<file path="config.mk">
export PLATFORM = sky130hd
export DESIGN_NAME = systolic_job_ctrl_flat
export DESIGN_NICKNAME = d
export VERILOG_FILES = /design/src/rtl/systolic_job_ctrl_pkg.sv /design/src/rtl/systolic_job_ctrl_if.sv /design/src/rtl/systolic_skew_feeder.sv /design/src/rtl/systolic_job_ctrl.sv /design/src/flat_wrapper.sv
export SDC_FILE = /design/constraint.sdc
export NUM_CORES = 2
export LEC_CHECK = 0
export ABC_CLOCK_PERIOD_IN_PS = 5100
export BUFFER_PORTS_ARGS = -buffer_cell sky130_fd_sc_hd__clkbuf_2
export CORE_ASPECT_RATIO = 2
export CORE_UTILIZATION = 45
export DETAILED_ROUTE_END_ITERATION = 12
export PLACE_DENSITY_LB_ADDON = 0.08
export SETUP_SLACK_MARGIN = 0.5
export SLEW_MARGIN = 20
export SYNTH_ARGS = -nofsm -noshare
export SYNTH_HDL_FRONTEND = slang
export SYNTH_HIERARCHICAL = 1
export SYNTH_SLANG_ARGS = --single-unit
</file>
<file path="constraint.sdc">
create_clock -name clk -period 5.1 [get_ports clk]
set_input_delay 1.02 -clock clk [delete_from_list [all_inputs] [get_ports clk]]
set_output_delay 1.02 -clock clk [all_outputs]
set_load 0.05 [all_outputs]
</file>
<file path="src/rtl/systolic_job_ctrl_pkg.sv">
// Shared definitions for the 3x3 systolic job sequencer: geometry,
// FSM state codes and the row-major matrix index helper.
package systolic_job_ctrl_pkg;

    localparam int N          = 3;
    localparam int ELEMS      = N * N;
    localparam int FEED_STEPS = 2 * N - 1;
    localparam int IDX_W      = 4;

    localparam logic [2:0] ST_IDLE    = 3'd0;
    localparam logic [2:0] ST_CLEAR   = 3'd1;
    localparam logic [2:0] ST_FEED    = 3'd2;
    localparam logic [2:0] ST_DRAIN   = 3'd3;
    localparam logic [2:0] ST_CAPTURE = 3'd4;

    function automatic logic [IDX_W-1:0] mat_idx(input int row, input int col);
        return IDX_W'(row * N + col);
    endfunction

endpackage

</file>
<file path="src/rtl/systolic_job_ctrl_if.sv">
// Host register port plus array-facing streams of the job sequencer.
// master = host/array side, slave = the sequencer.
interface systolic_job_ctrl_if
    import systolic_job_ctrl_pkg::*;
#(
    parameter int DW = 32,
    parameter int RW = 64
) ();

    logic                 wr_en;
    logic                 wr_sel;
    logic [IDX_W-1:0]     wr_addr;
    logic [DW-1:0]        wr_data;
    logic                 start;
    logic                 busy;
    logic                 done;
    logic                 res_valid;
    logic [IDX_W-1:0]     rd_addr;
    logic [RW-1:0]        rd_data;
    logic                 arr_clr;
    logic [DW-1:0]        arr_a, arr_b, arr_c;
    logic [DW-1:0]        arr_d, arr_e, arr_f;
    logic [ELEMS*RW-1:0]  arr_out;

    modport master (
        output wr_en, wr_sel, wr_addr, wr_data, start, rd_addr, arr_out,
        input  busy, done, res_valid, rd_data, arr_clr,
        input  arr_a, arr_b, arr_c, arr_d, arr_e, arr_f
    );

    modport slave (
        input  wr_en, wr_sel, wr_addr, wr_data, start, rd_addr, arr_out,
        output busy, done, res_valid, rd_data, arr_clr,
        output arr_a, arr_b, arr_c, arr_d, arr_e, arr_f
    );

endinterface

</file>
<file path="src/rtl/systolic_skew_feeder.sv">
// Produces the three diagonally skewed stream values for feed step t:
// lane r carries mat[r][t-r] while that column exists, else zero.
module systolic_skew_feeder
    import systolic_job_ctrl_pkg::*;
#(
    parameter int DW = 32
) (
    input  logic [2:0]                step,
    input  logic [ELEMS-1:0][DW-1:0]  mat,
    output logic [N-1:0][DW-1:0]      lanes
);

    // NOTE: every output gets a default before the loop so no latch is inferred.
    always_comb begin
        lanes = '0;
        for (int r = 0; r < N; r++) begin
            if (int'(step) >= r && int'(step) - r < N) begin
                lanes[r] = mat[mat_idx(r, int'(step) - r)];
            end
        end
    end

endmodule

</file>
<file path="src/rtl/systolic_job_ctrl.sv">
// Job sequencer for the 3x3 output-stationary systolic multiplier: holds
// operands A/B, streams them skewed into the array and captures C.
module systolic_job_ctrl
    import systolic_job_ctrl_pkg::*;
#(
    parameter int DW           = 32,
    parameter int RW           = 64,
    parameter int DRAIN_CYCLES = 4
) (
    input  logic                clk,
    input  logic                rst,
    systolic_job_ctrl_if.slave  bus
);

    localparam int CNT_W = (DRAIN_CYCLES > 8) ? $clog2(DRAIN_CYCLES) : 3;

    logic [2:0]                state, state_nxt;
    logic [CNT_W-1:0]          cnt, cnt_nxt;
    logic [ELEMS-1:0][DW-1:0]  a_mat, b_mat, b_t;
    logic [ELEMS-1:0][RW-1:0]  c_mem;
    logic [N-1:0][DW-1:0]      row_lanes, col_lanes;
    logic [N-1:0][DW-1:0]      row_q, col_q;
    logic                      done_q, res_valid_q;
    logic                      feed_nxt;

    always_comb begin
        state_nxt = state;
        cnt_nxt   = cnt;
        case (state)
            ST_IDLE: begin
                if (bus.start) begin
                    state_nxt = ST_CLEAR;
                    cnt_nxt   = '0;
                end
            end
            ST_CLEAR: begin
                state_nxt = ST_FEED;
                cnt_nxt   = '0;
            end
            ST_FEED: begin
                if (cnt == CNT_W'(FEED_STEPS - 1)) begin
                    state_nxt = ST_DRAIN;
                    cnt_nxt   = '0;
                end else begin
                    cnt_nxt = cnt + 1'b1;
                end
            end
            ST_DRAIN: begin
                if (cnt == CNT_W'(DRAIN_CYCLES - 1)) begin
                    state_nxt = ST_CAPTURE;
                    cnt_nxt   = '0;
                end else begin
                    cnt_nxt = cnt + 1'b1;
                end
            end
            ST_CAPTURE: state_nxt = ST_IDLE;
            default:    state_nxt = ST_IDLE;
        endcase
    end

    // Columns are fed from B transposed so one feeder serves both sides.
    always_comb begin
        b_t = '0;
        for (int r = 0; r < N; r++) begin
            for (int c = 0; c < N; c++) begin
                b_t[mat_idx(r, c)] = b_mat[mat_idx(c, r)];
            end
        end
    end

    // Streams are registered, so the feeders look at the step being entered.
    assign feed_nxt = (state_nxt == ST_FEED);

    systolic_skew_feeder #(.DW(DW)) u_row_feeder (
        .step  (cnt_nxt[2:0]),
        .mat   (a_mat),
        .lanes (row_lanes)
    );

    systolic_skew_feeder #(.DW(DW)) u_col_feeder (
        .step  (cnt_nxt[2:0]),
        .mat   (b_t),
        .lanes (col_lanes)
    );

    // NOTE: sequential state uses non-blocking assignments so every register
    // samples pre-edge values regardless of statement order.
    // NOTE: the operand and result stores are small register files, and they
    // are reset because a reset must leave C reading back as zero.
    always_ff @(posedge clk) begin
        if (rst) begin
            state       <= ST_IDLE;
            cnt         <= '0;
            done_q      <= 1'b0;
            res_valid_q <= 1'b0;
            row_q       <= '0;
            col_q       <= '0;
            a_mat       <= '0;
            b_mat       <= '0;
            c_mem       <= '0;
        end else begin
            state  <= state_nxt;
            cnt    <= cnt_nxt;
            done_q <= (state == ST_CAPTURE);
            row_q  <= feed_nxt ? row_lanes : '0;
            col_q  <= feed_nxt ? col_lanes : '0;

            if (state == ST_CAPTURE) begin
                res_valid_q <= 1'b1;
            end else if (state == ST_IDLE && bus.start) begin
                res_valid_q <= 1'b0;
            end

            // A and B are frozen for the whole job; a same-cycle start sees the write.
            if (state == ST_IDLE && bus.wr_en && bus.wr_addr < IDX_W'(ELEMS)) begin
                if (bus.wr_sel) begin
                    b_mat[bus.wr_addr] <= bus.wr_data;
                end else begin
                    a_mat[bus.wr_addr] <= bus.wr_data;
                end
            end

            if (state == ST_CAPTURE) begin
                for (int k = 0; k < ELEMS; k++) begin
                    c_mem[k] <= bus.arr_out[k*RW +: RW];
                end
            end
        end
    end

    always_comb begin
        bus.rd_data = '0;
        if (bus.rd_addr < IDX_W'(ELEMS)) begin
            bus.rd_data = c_mem[bus.rd_addr];
        end
    end

    // The array is held in reset whenever our own reset is asserted.
    assign bus.arr_clr   = rst || (state == ST_CLEAR);
    assign bus.busy      = (state != ST_IDLE);
    assign bus.done      = done_q;
    assign bus.res_valid = res_valid_q;
    assign bus.arr_a     = row_q[0];
    assign bus.arr_b     = row_q[1];
    assign bus.arr_c     = row_q[2];
    assign bus.arr_d     = col_q[0];
    assign bus.arr_e     = col_q[1];
    assign bus.arr_f     = col_q[2];

endmodule

</file>
<file path="src/flat_wrapper.sv">
// flat-port wrapper written by rule: the top's interface ports become plain ports
module systolic_job_ctrl_flat import systolic_job_ctrl_pkg::*;
#(
    parameter int DW           = 32,
    parameter int RW           = 64,
    parameter int DRAIN_CYCLES = 4
)
  (clk, rst, bus_wr_en, bus_wr_sel, bus_wr_addr, bus_wr_data, bus_start, bus_rd_addr, bus_arr_out, bus_busy, bus_done, bus_res_valid, bus_rd_data, bus_arr_clr, bus_arr_a, bus_arr_b, bus_arr_c, bus_arr_d, bus_arr_e, bus_arr_f);
  systolic_job_ctrl_if #(.DW(DW), .RW(RW)) bus_i ();
  input  logic clk;
  input  logic rst;
  input wire logic [$bits(bus_i.wr_en)-1:0] bus_wr_en;
  input wire logic [$bits(bus_i.wr_sel)-1:0] bus_wr_sel;
  input wire logic [$bits(bus_i.wr_addr)-1:0] bus_wr_addr;
  input wire logic [$bits(bus_i.wr_data)-1:0] bus_wr_data;
  input wire logic [$bits(bus_i.start)-1:0] bus_start;
  input wire logic [$bits(bus_i.rd_addr)-1:0] bus_rd_addr;
  input wire logic [$bits(bus_i.arr_out)-1:0] bus_arr_out;
  output wire logic [$bits(bus_i.busy)-1:0] bus_busy;
  output wire logic [$bits(bus_i.done)-1:0] bus_done;
  output wire logic [$bits(bus_i.res_valid)-1:0] bus_res_valid;
  output wire logic [$bits(bus_i.rd_data)-1:0] bus_rd_data;
  output wire logic [$bits(bus_i.arr_clr)-1:0] bus_arr_clr;
  output wire logic [$bits(bus_i.arr_a)-1:0] bus_arr_a;
  output wire logic [$bits(bus_i.arr_b)-1:0] bus_arr_b;
  output wire logic [$bits(bus_i.arr_c)-1:0] bus_arr_c;
  output wire logic [$bits(bus_i.arr_d)-1:0] bus_arr_d;
  output wire logic [$bits(bus_i.arr_e)-1:0] bus_arr_e;
  output wire logic [$bits(bus_i.arr_f)-1:0] bus_arr_f;
  assign bus_i.wr_en = bus_wr_en;
  assign bus_i.wr_sel = bus_wr_sel;
  assign bus_i.wr_addr = bus_wr_addr;
  assign bus_i.wr_data = bus_wr_data;
  assign bus_i.start = bus_start;
  assign bus_i.rd_addr = bus_rd_addr;
  assign bus_i.arr_out = bus_arr_out;
  assign bus_busy = bus_i.busy;
  assign bus_done = bus_i.done;
  assign bus_res_valid = bus_i.res_valid;
  assign bus_rd_data = bus_i.rd_data;
  assign bus_arr_clr = bus_i.arr_clr;
  assign bus_arr_a = bus_i.arr_a;
  assign bus_arr_b = bus_i.arr_b;
  assign bus_arr_c = bus_i.arr_c;
  assign bus_arr_d = bus_i.arr_d;
  assign bus_arr_e = bus_i.arr_e;
  assign bus_arr_f = bus_i.arr_f;
  systolic_job_ctrl #(.DW(DW), .RW(RW), .DRAIN_CYCLES(DRAIN_CYCLES)) u_core (.clk(clk), .rst(rst), .bus(bus_i));
endmodule
</file>
==> results.toml <==
[sta]
setup_violations = 0
post-route-period-util_pct = 84.50
max_freq_mhz = 232.1
rsz0062_at_grt = "no"
timing.slew.headroom_pct = 19.06
worstMarginPinSlew_ps = 1211
drv_slew = 0
clock_skew_ps = 47.20
hold_viol = 0
min_period_ps = 4309
tns_ps = 0

[floorplan]
row_count = 197
initial_core_util_pct = 45.37
core_um2 = 143900
die-area_um2 = 146700
dieHeight_um = 540.8
io_pins = 881
fp.dieW_um = 271.4

[clock_tree]
cts_setup_buffers = 0
tritoncts = "built"
clockBufferDepth = 4
htreeDepth = 4
insertion_delay_ps = 820
clk_pin_slew_ps = 60
hold_buffers = 0
clock-sinks = 1352
cts_resized = 0
root_buffer = "clkbuf_16"
cts_made_buffers = 140

[cells_and_area]
area_growth_pct = 15.21
final_cell_mix = "nand2_1 (1,430), dfxtp_1 (1,352), mux2i_1 (916)"
layout_commonest_cell = "nand2_1"
nets = 8169
drive_gt1_share_pct = 20.14
post-route-cell-area_um2 = 75240

[setup_path]
critPathKind = "primary input to output pin"
required_ps = 4080
critPathCaptureType = "output pin"
critPathArrivalTime_ps = 3290
start_kind = "primary input"
crit_fanout = 55
cp_slowest_stage_delay_ps = 530
worstPathCellList = "buf_8 -> buf_4 -> mux2i_1 -> a22o_1 -> o31ai_1 -> clkbuf_2"
cpMaxStageDelayCell = "o31ai_1"

[detailed_routing]
wl_per_cell_um = 27.27
drtIter0Drc = 4754
route.detailed.drc = 0
vias = 56492
drt-total-wl_mm = 260.1
vias_per_cell = 5.923
dr.pass1.iters = 6
ant_nets = 0

[global_route]
grt_usage_pct = 34.21
gr-usage-met1_pct = 39.45
use_met3_pct = 5.033
grt_max_degree = 208
busiest_layer = "met2"
grt_pass1_wl_mm = 372.8
grt_antenna_before_repair = 42
grt_use_met2_pct = 57.78
grt_pass1_vias = 55259
overflow = 0

[place]
placed_area_um2 = 70640
dpl.hpwl_mm = 183.8
place_congestion = 0.9105
numPortBuffers = 880

[synthesis]
synth_edf_count = 0
synthCells = 7072
syn_avg_cell_area_um2 = 9.235
ys_async_sr_fraction_pct = 0
ys_seq_elements = 1352
yosysSeqAreaShare_pct = 41.44
yosys_warnings = 6
syn-num-nets = 7711
synth_ff_type = "dfxtp_1"
ys_types = 65
synth_area_um2 = 65310

[hold_path]
hold_class = "primary input to register"

[power_and_ir_drop]
p_per_area_nw_per_um2 = 317.9
switching_share_pct = 26.56
power_frac_comb_pct = 11.5
power_switching_mw = 6.352
power.internal_mw = 17.56
vdd_drop_max_mv = 0.2831
leakage_nw = 29.86
clockPowerShare_pct = 44.0
p_seq_share_pct = 44.5

[run]
maxCapViolations = 0

[outcome]
status = "finished, final reports clean"
[worst max-delay path: cells and delay by family]
family	cells	cell delay, ps
AO/OA/AOI/OAI	2	740
buffers and inverters	3	1160
multiplexers	1	130
[metrics by stage]
stage / instances / power [mW] / hold WS, ps / util (%) / setup slack, ps
2_1_floorplan: 7072 / 12.53 / 431.8 / - / 659.4
3_3_place_gp: 9278 / 13.57 / 440.9 / 49.07 / 314.3
3_5_place_dp: 9278 / 13.58 / 445.6 / 49.07 / 311.1
4_1_cts: 9511 / 24.04 / 388.8 / 52.22 / 840.5
5_1_grt: 9533 / 24.53 / 430.9 / 52.26 / 605.6
6_report: 9537 / 23.92 / 421.0 / 52.27 / 790.7
[cell families after synthesis]
group | after synthesis | share of synthesized area [%]
and+or+nand+nor | 2503 | 19.23
muxes | 1099 | 20.31
adders and majority gates | 18 | 0.3449
buffers and inverters | 816 | 5.955
AOI/OAI and AO/OA | 1278 | 12.56
xor gates and xnor gates | 6 | 0.1609
DFF | 1352 | 41.44
[flip-flops by register name, indices dropped and copies added, names as in the netlist]
name                  cells
u_core/c_mem            576
u_core/a_mat            288
u_core/b_mat            288
u_core/bus.arr_a         32
u_core/bus.arr_b         32
u_core/bus.arr_c         32
u_core/bus.arr_d         32
u_core/bus.arr_e         32
u_core/bus.arr_f         32
u_core/cnt                3
u_core/state              3
u_core/bus.done           1
u_core/bus.res_valid      1
[worst paths after layout]
kind                startpoint              endpoint  slack [ps]  cells after the start
max             bus_rd_addr[1]       bus_rd_data[24]         790                      6
min           bus_arr_out[462]     u_core/c_mem[462]         420                      3
max reg2reg    u_core/state[1]  u_core/bus.arr_e[16]         810                     11
min reg2reg  u_core/c_mem[381]     u_core/c_mem[381]         450                      2
[cells in the mapped netlist, drive strengths merged (6+ instances only)]
master  instances  area, um^2
or3b            6       57.56
nor3            8       40.04
a31oi          68       425.4
nor3b           6       55.05
o21ai         103       515.5
clkbuf        344        1296
and3           20       125.1
a21oi         658        3301
a221oi         68       795.8
buf           382        2255
nor2b          46       287.8
mux2i         916        9169
o32ai          26       227.7
nor2           29       108.9
and2           57       356.6
nand2b        595        3722
inv            90       337.8
mux2            7       78.83
a22o          120        1051
nor4b         194        1705
mux4          176        4016
nand2        1432        5375
o211ai         72       540.5
o31ai         129        1049
ha             18       225.2
a32oi           8       70.07
nand4          64       400.4
dfxtp        1352       27070
nand3          33       210.2
[power groups by stage]
stage	registers, mW	clock network (mW)	logic, mW
2_1_floorplan	10.9	0	1.64
3_3_place_gp	10.9	0	2.70
3_5_place_dp	10.9	0	2.71
4_1_cts	10.6	10.7	2.72
5_1_grt	10.6	11.1	2.84
6_report	10.6	10.5	2.76
[area by class of cell]
cell class / count / area [um^2]
fillers: 13583 / 68710
multi-input cells: 4904 / 34530
flip-flops and latches: 1352 / 27070
repair buffers: 1042 / 6346
clock buffers: 190 / 4006
well taps: 1890 / 2365
clock inverters: 43 / 528.0
inverters: 90 / 337.8
diodes: 26 / 65.06
[layer usage]
metal | part of all wire [%] | wire length [um]
met2 | 48 | 125400
met5 | 0.062 | 161
met3 | 6.2 | 16250
met1 | 38 | 97540
met4 | 8.0 | 20710
No activity file was read; power rests on OpenSTA's default activity.
